File: config.mk
export PLATFORM = sky130hd
export DESIGN_NAME = load_register
export DESIGN_NICKNAME = d
export VERILOG_FILES = /design/src/rtl/load_register.sv
export SDC_FILE = /design/constraint.sdc
export NUM_CORES = 1
export LEC_CHECK = 0
export ABC_AREA = 1
export BUFFER_PORTS_ARGS = -buffer_cell sky130_fd_sc_hd__buf_2
export CORE_MARGIN = 3
export CORE_UTILIZATION = 47
export CTS_CLUSTER_SIZE = 14
export DETAILED_ROUTE_END_ITERATION = 10
export PLACE_DENSITY = 0.83
export SETUP_SLACK_MARGIN = 0.1
export SYNTH_ARGS = -nofsm -noshare
export SYNTH_HDL_FRONTEND = slang
export SYNTH_SLANG_ARGS = --single-unit
export TNS_END_PERCENT = 1
File: constraint.sdc
create_clock -name clk -period 1.55 [get_ports clk]
set_input_delay 0.31 -clock clk [delete_from_list [all_inputs] [get_ports clk]]
set_output_delay 0.31 -clock clk [all_outputs]
set_load 0.01 [all_outputs]
File: src/rtl/load_register.sv
// Parameterised storage register: captures `in` on a rising clock edge when `load`
// is high and otherwise holds its value. Reset forces RESET_VALUE asynchronously.
module load_register #(
  parameter int unsigned          WIDTH       = 32,
  parameter logic [WIDTH-1:0]     RESET_VALUE = {WIDTH{1'b0}}
) (
  input  logic             clk,
  input  logic             rst_n,
  input  logic             load,
  input  logic [WIDTH-1:0] in,
  output logic [WIDTH-1:0] out
);

  // Declaration initialiser gives the power-up value when no reset is applied.
  logic [WIDTH-1:0] out_q = RESET_VALUE;
  logic [WIDTH-1:0] out_d;

  // Next value: capture on load, otherwise hold.
  always_comb begin
    out_d = out_q;
    if (load) begin
      out_d = in;
    end
  end

  always_ff @(posedge clk or negedge rst_n) begin
    if (!rst_n) begin
      out_q <= RESET_VALUE;
    end else begin
      out_q <= out_d;
    end
  end

  assign out = out_q;

endmodule

== Word level (Yosys, flattened, before mapping) ==
Cells that the tools add are included.
Storage, ports and cells
  output and inout port bits: 32
  flip-flop bits (word level): 32
  input bits: 35

== Depth between registers and ports, before layout ==
Gate-level depths: netlist of the first run.
  word-level depth: 0
  gate-level depth with buffers: 5

== Least setup slack after synthesis of the first run ==
No wires, ideal clock.
  kind: input-to-reg
  start: in load
  end: reg out_q[0] (netlist: out[0])
  required time: 1434 ps
  setup time: 116 ps
  arrival: 676 ps
  path buffers: 2
  stages on the path: 5
  path slack: 757 ps
  cells stage by stage: buf_6 inv_8 buf_12 nand2_2 nand2_1
RTL lines
  from (decl): RTL line 9  | input logic load,
  to (signal assigned): RTL line 30  | out_q <= out_d;
  to (decl): RTL line 15  | logic [WIDTH-1:0] out_q = RESET_VALUE;

== Worst setup path in the final report of the first run ==
  start: reg out_q[7] (netlist: out[7])
  end: out out[7]
RTL lines
  to (decl): RTL line 11  | output logic [WIDTH-1:0] out
No word-level cell between the ends.

==> summary.txt, run 1 <==
Status
  • Status: completed

Floorplan
  • Num ports: 67
  • Chip width: 58.44 um
  • DIE HEIGHT: 58.44 um
  • Row count: 18
  • Die area: 3415 um2
  • Starting Density: 0.5079
  • Core area: between 2000 and 3000 um2

Route
  • Avg Vias per Cell: around 4.6
  • Drt first pass iters: 4
  • Final WL: 2722 um
  • Vias: 1085
  • DRT iter0 DRCs: 36
  • DR DRC count: 0
  • Routed Antenna Nets: 0
  • Wire per inst: 11.63 um

Logic synthesis
  • Most used DFF post-synth: dfrtp_1
  • Synth Instances: approximately 140
  • Complex-gate fraction of the synthesized area: 0
  • Register bit count reported by yosys: 32
  • Largest family of logic cells by synthesized area: simple AND/OR/NAND/NOR gates
  • Syn avg cell area: 9.504 um2
  • Mapped Area: 1292 um2
  • Sequential share of the synthesized area: 0.6196
  • Post-synthesis mux area share: 0
  • Post-synth top cells: nand2_1, dfrtp_1, nand2_2
  • Yosys top cell by area: dfrtp_1
  • Area share of fa/ha/maj cells after synthesis: 0
  • Synth top area cells: dfrtp_1, nand2_1, nand2_2, clkbuf_8, buf_6
  • Synth Area in XOR/XNOR: 0
  • Count leader, synth: nand2_1
  • Syn Nets: approximately 170
  • Post-synth EDFFs: 0
  • Top-area cell type share of the netlist area: 0.6196
  • Cell variety after synth: 7
  • Ys async rst share: 1.000
  • Synth Area in Simple Gates: 0.2982
  • Ys Warns: 0

STA
  • Slew HR: 0.5413
  • Worst Skew: 0 ps
  • Final min period: around 1200 ps
  • Final Max Tran Viols: 0
  • RSZ-0062 raised after global routing: false
  • Final hold vios: 0
  • Peak Freq: 849.1 MHz
  • Pin slew with the least headroom to its limit: 688.0 ps
  • Setup TNS: 0 ps
  • # setup viols final: 0
  • Final period utilization: 0.7598

Finish
  • Ant diodes: 0
  • Largest register FFs: 32
  • Final Util: 0.6411
  • Layout cells sized above 1: 0.4118
  • Net count reported at finish: 238
  • Area grow syn2layout: 26.23%

Job
  • Max-cap violations: 0

Clock network
  • Root buffer cell: clkbuf_4
  • Clock Tree Buf Depth: 2
  • CTS tree: done
  • Cells resized by post-CTS repair: 0
  • Post CTS Setup Buffer Count: 0
  • Clock Sinks: 32
  • CTS Buf Count: 5
  • CTS H-tree lvls: 2
  • Clock transition at path regs: 90 ps
  • Cts hold-fix bufs: 0
  • Clk Latency, worst-skew pair: 310 ps

Setup path
  • Crit path max fanout: 2
  • Startpoint class of the critical path: register
  • CP max-delay cell: dfrtp_1
  • Reg2reg setup slack: 910 ps
  • Worst setup EP type: output pin
  • Setup Crit Path Kind: register to output pin
  • Crit path buf inv count: 1
  • Worst-path cell chain: buf_2
  • Top Family by Delay on Critical Path: flip-flops
  • CP arrival: 870 ps
  • Largest stage delay on the critical path: 410 ps
  • Worst EP required: 1240 ps

Global route
  • Initial antenna violation count: 0
  • Overflow after GRT: 0
  • Number of global-route vias before repair: just over 1k
  • Largest net degree at the start of global routing: 33
  • GRT Overall Usage: 0.1751
  • First-pass GRT wire length: around 4500 um

Power
  • VDD IR-drop max: 0.7549 mV
  • Pwr Density: 1047 nW/um2
  • Lkg Pwr: just under 0.001 uW
  • Design Power: 1708 uW

Placed design
  • Detailed placer's ending HPWL: 2013 um
  • # port buffers: 66
  • Final Wtd Congestion: between 0.7 and 0.8

Min path
  • Worst min path class: input pin to async pin
[where the power goes]
| part | leakage, uW | switching [uW] | internal (uW) |
|---|---|---|---|
| sequential | 0.000390 | 41.5 | 908 |
| combinational | 0.000564 | 160 | 118 |
| clock | 0.0000326 | 257 | 224 |
[metrics by stage]
step / hold WS (ps) / cell area, um2 / instances / setup slack (ps)
2_1_floorplan: 14.41 / 1292 / 136 / 757.3
3_3_place_gp: 378.4 / 1573 / 226 / 446.7
3_5_place_dp: 395.5 / 1573 / 226 / 419.0
4_1_cts: 45.51 / 1632 / 234 / 359.4
5_1_grt: 64.42 / 1632 / 234 / 324.9
6_report: 23.68 / 1632 / 234 / 372.3
[cells by family (layout without fill, tap and decap cells)]
logic type	count (synthesis)	in the layout
flops	32	32
buf+inv	8	76
simple gates	96	96
[placed cells by master (no fill, tap or decap)]
cell type	netlist	final
buf_2	0	66
buf_4	0	1
clkbuf_1	0	2
clkbuf_4	0	5
clkbuf_8	3	1
dfrtp_1	32	32
inv_8	1	1
nand2_1	86	86
nand2_2	10	10
[layout make-up]
cell class | count | area (um2)
repair buffers | 67 | 337.8
fillers | 239 | 913.4
inverters | 1 | 11.26
multi-input cells | 96 | 385.4
well taps | 30 | 37.54
flip-flops and latches | 32 | 800.8
clock buffers | 8 | 58.81
[layer usage]
layer / routed length (um) / share of wire / track usage
met5: 0 / 0 / 0
met3: 231 / 0.085 / 0.05263
met1: 1087 / 0.40 / 0.2046
met2: 1336 / 0.49 / 0.2871
met4: 67 / 0.025 / 0.09603
[worst paths after layout]
check / cells after the start / endpoint / from
setup / recovery: 1 / out[7] / out[7]$_DFFE_PN0P_
hold / removal: 1 / out[12]$_DFFE_PN0P_ / rst_n
setup reg to reg: 2 / out[16]$_DFFE_PN0P_ / out[16]$_DFFE_PN0P_
hold reg to reg: 2 / out[29]$_DFFE_PN0P_ / out[29]$_DFFE_PN0P_
max in group asynchronous: 1 / out[4]$_DFFE_PN0P_ / rst_n
min in group clk: 3 / out[7]$_DFFE_PN0P_ / in[7]
(Power assumes the default switching activity.)
==> run 2, diff against run 1 <==
--- a/config.mk
+++ b/config.mk
@@ -8,10 +8,10 @@
 export ABC_AREA = 1
 export BUFFER_PORTS_ARGS = -buffer_cell sky130_fd_sc_hd__buf_2
 export CORE_MARGIN = 3
-export CORE_UTILIZATION = 47
+export CORE_UTILIZATION = 44
 export CTS_CLUSTER_SIZE = 14
 export DETAILED_ROUTE_END_ITERATION = 10
-export PLACE_DENSITY = 0.83
+export PLACE_DENSITY = 0.78
 export SETUP_SLACK_MARGIN = 0.1
 export SYNTH_ARGS = -nofsm -noshare
 export SYNTH_HDL_FRONTEND = slang
==> constraint.sdc (replaced) <==
create_clock -name clk -period 1.2 [get_ports clk]
set_input_delay 0.24 -clock clk [delete_from_list [all_inputs] [get_ports clk]]
set_output_delay 0.24 -clock clk [all_outputs]
set_load 0.01 [all_outputs]
==> run 2 against run 1 <==
Compared with the run above: worst hold slack gained 93 ps; flip-flop and latch count unchanged; count of clock-buffer cells in the layout is the same; power is 30% higher; die area increased by 6.1%; critical path depth unchanged; clock power rose by 27%; non-clock buffer count up 7; setup slack worse by 270 ps; global-route usage is 2.2 points lower; critical path type unchanged.
==> summary.txt, run 2 (synthesized netlist as in run 1, its figures left out) <==
Status
  • Status: completed

STA
  • RSZ-0062 raised after global routing: true
  • WHS: 116.9 ps (+93.23 ps)
  • Final hold vios: 0 (unchanged)
  • Setup TNS: 0 ps (unchanged)
  • Slew HR: 0.7427 (+0.2014)
  • # setup viols final: 0 (unchanged)
  • Final min period: 1095 ps
  • Peak Freq: 913.2 MHz
  • Final period utilization: 0.9125
  • Worst Skew: 0 ps (unchanged)
  • Pin slew with the least headroom to its limit: 385.9 ps (-302.1 ps)
  • Final Max Tran Viols: 0 (unchanged)

Finish
  • Finished Layout Cells: 242 (+3.4%)
  • FILL cells: 259 (+8.4%)
  • Register area: 800.8 um2 (unchanged)
  • Largest register FFs: 32 (unchanged)
  • Area grow syn2layout: 30.59%
  • Area of the multi-input gates: 385.4 um2 (unchanged)
  • Ant diodes: 0 (unchanged)
  • Layout cells sized above 1: 0.4265 (+0.01478)
  • Most common cell after layout, fill and taps aside: nand2_1
  • Final Util: 0.6068 (-0.03426)
  • Commonest non-fill, non-tap cells in the layout: nand2_1, buf_2, dfrtp_1
  • Net count reported at finish: 245 (+2.9%)

Global route
  • First-pass GRT wire length: 4036 um (-9.9%)
  • Initial antenna violation count: 0 (unchanged)
  • Overflow after GRT: 0 (unchanged)
  • Largest net degree at the start of global routing: 33 (unchanged)
  • Number of global-route vias before repair: 905 (-12%)
  • GRT Overall Usage: 0.1526 (-0.02247)

Power
  • Internal: 1633 uW (+31%)
  • Logic pwr share: 0.172 (+0.009)
  • Clock share of power: 0.274 (-0.007)
  • Sw frac: 0.2627 (-0.005584)
  • Lkg Pwr: 0.001019 uW (+3.4%)
  • Pwr Density: 1312 nW/um2 (+25%)
  • VDD IR-drop max: 0.8297 mV (+9.9%)
  • Switch Pwr: 581.7 uW (+27%)
  • Sequential share of power: 0.554 (-0.002)

Floorplan
  • Chip width: 60.20 um (+3.0%)
  • Die area: 3624 um2 (+6.1%)
  • Starting Density: 0.4647 (-0.04318)
  • Num ports: 67 (unchanged)
  • Row count: 19 (+1)
  • Core area: 2781 um2 (+9.3%)
  • DIE HEIGHT: 60.20 um (+3.0%)

Clock network
  • Clk Latency, worst-skew pair: 310 ps (about the same)
  • Clock Tree Buf Depth: 2 (unchanged)
  • Clock transition at path regs: 90 ps (about the same)
  • Clock Sinks: 32 (unchanged)
  • CTS tree: done
  • CTS H-tree lvls: 2 (unchanged)
  • Root buffer cell: clkbuf_4
  • CTS Buf Count: 5 (unchanged)

Setup path
  • Largest stage delay on the critical path: 400 ps (about the same)
  • R2R cell count: 3 (+1)
  • CP Depth: 1 (unchanged)
  • Top Family by Delay on Critical Path: flip-flops
  • Crit path max fanout: 2 (unchanged)
  • Worst EP required: 960 ps (-280 ps)
  • Setup Crit Path Kind: register to output pin
  • Startpoint class of the critical path: register
  • Worst-path cell chain: buf_2
  • Worst setup EP type: output pin
  • CP max-delay cell: dfrtp_1
  • CP arrival: 850 ps (-20 ps)
  • Crit path buf inv count: 1 (unchanged)

Placed design
  • Final Wtd Congestion: 0.7010 (-0.71%)
  • Detailed placer's ending HPWL: 2023 um (+0.53%)
  • Placed insts: 230 (+1.8%)
  • # port buffers: 66 (unchanged)

Route
  • DR DRC count: 0 (unchanged)
  • Final WL: 2705 um (-0.62%)
  • Avg Vias per Cell: 4.405 (-5.0%)
  • Drt first pass iters: 4 (unchanged)
  • Routed Antenna Nets: 0 (unchanged)
  • DRT iter0 DRCs: 49 (+36%)
  • Wire per inst: 11.18 um (-3.9%)
  • Vias: 1066 (-1.8%)

Min path
  • Cell depth of the worst hold path: 3
  • Worst min path class: input pin to register

Job
  • Max-cap violations: 0 (unchanged)
[run 2: changes by cell type in the layout (fill, tap and decap cells not counted)]
| cell | before | now |
|---|---|---|
| dlygate4sd3_1 | 0 | 1 |
| buf_4 | 1 | 7 |
[run 2: final timing paths]
| check | start | end | slack, ps |
|---|---|---|---|
| min | in[19] | out[19]$_DFFE_PN0P_ | 120 |
| max | out[29]$_DFFE_PN0P_ | out[29] | 110 |
| max reg2reg | out[9]$_DFFE_PN0P_ | out[9]$_DFFE_PN0P_ | 470 |
| min in group asynchronous | rst_n | out[12]$_DFFE_PN0P_ | 380 |
| min reg2reg | out[31]$_DFFE_PN0P_ | out[31]$_DFFE_PN0P_ | 480 |
| max in group asynchronous | rst_n | out[1]$_DFFE_PN0P_ | 320 |
[run 2: metrics by stage]
stage          worst slack, ps  total power [uW]  cell area, um2
6_report                 105.0              2215            1688
5_1_grt                  60.34              2352            1688
4_1_cts                  85.21              2239            1665
3_5_place_dp             208.9              1622            1597
3_3_place_gp             239.9              1610            1597
2_1_floorplan            477.3              1440            1292
[run 2: area by class of cell]
cell class                 count  area share
inverter                       1    0.006672
multi-input combinational     96      0.2283
clock buffer                   8     0.03484
timing repair buffer          74      0.2328
sequential                    32      0.4744
tap                           31     0.02298
[run 2: metal layers]
| metal | track usage | share of wire |
|---|---|---|
| met4 | 0.07595 | 0.011 |
| met2 | 0.2176 | 0.44 |
| met1 | 0.2138 | 0.47 |
| met5 | 0 | 0 |
| met3 | 0.03888 | 0.084 |
[run 2: timing repair]
item | in CTS | in global routing
setup buffers | 0 | 3
hold buffers | 1 | 0
gates resized for setup | 0 | 0
hold endpoints to repair | 16 | 0
endpoints found under the setup margin | 20 | 32
[run 2: power groups by stage]
stage | Sequential, uW | Clock (uW) | Combinational [uW]
after global routing | 1240 | 687 | 426
after CTS | 1230 | 634 | 376
after global placement | 1250 | 0 | 364
final | 1230 | 608 | 380
after floorplan | 1290 | 0 | 146
after detailed placement | 1250 | 0 | 374
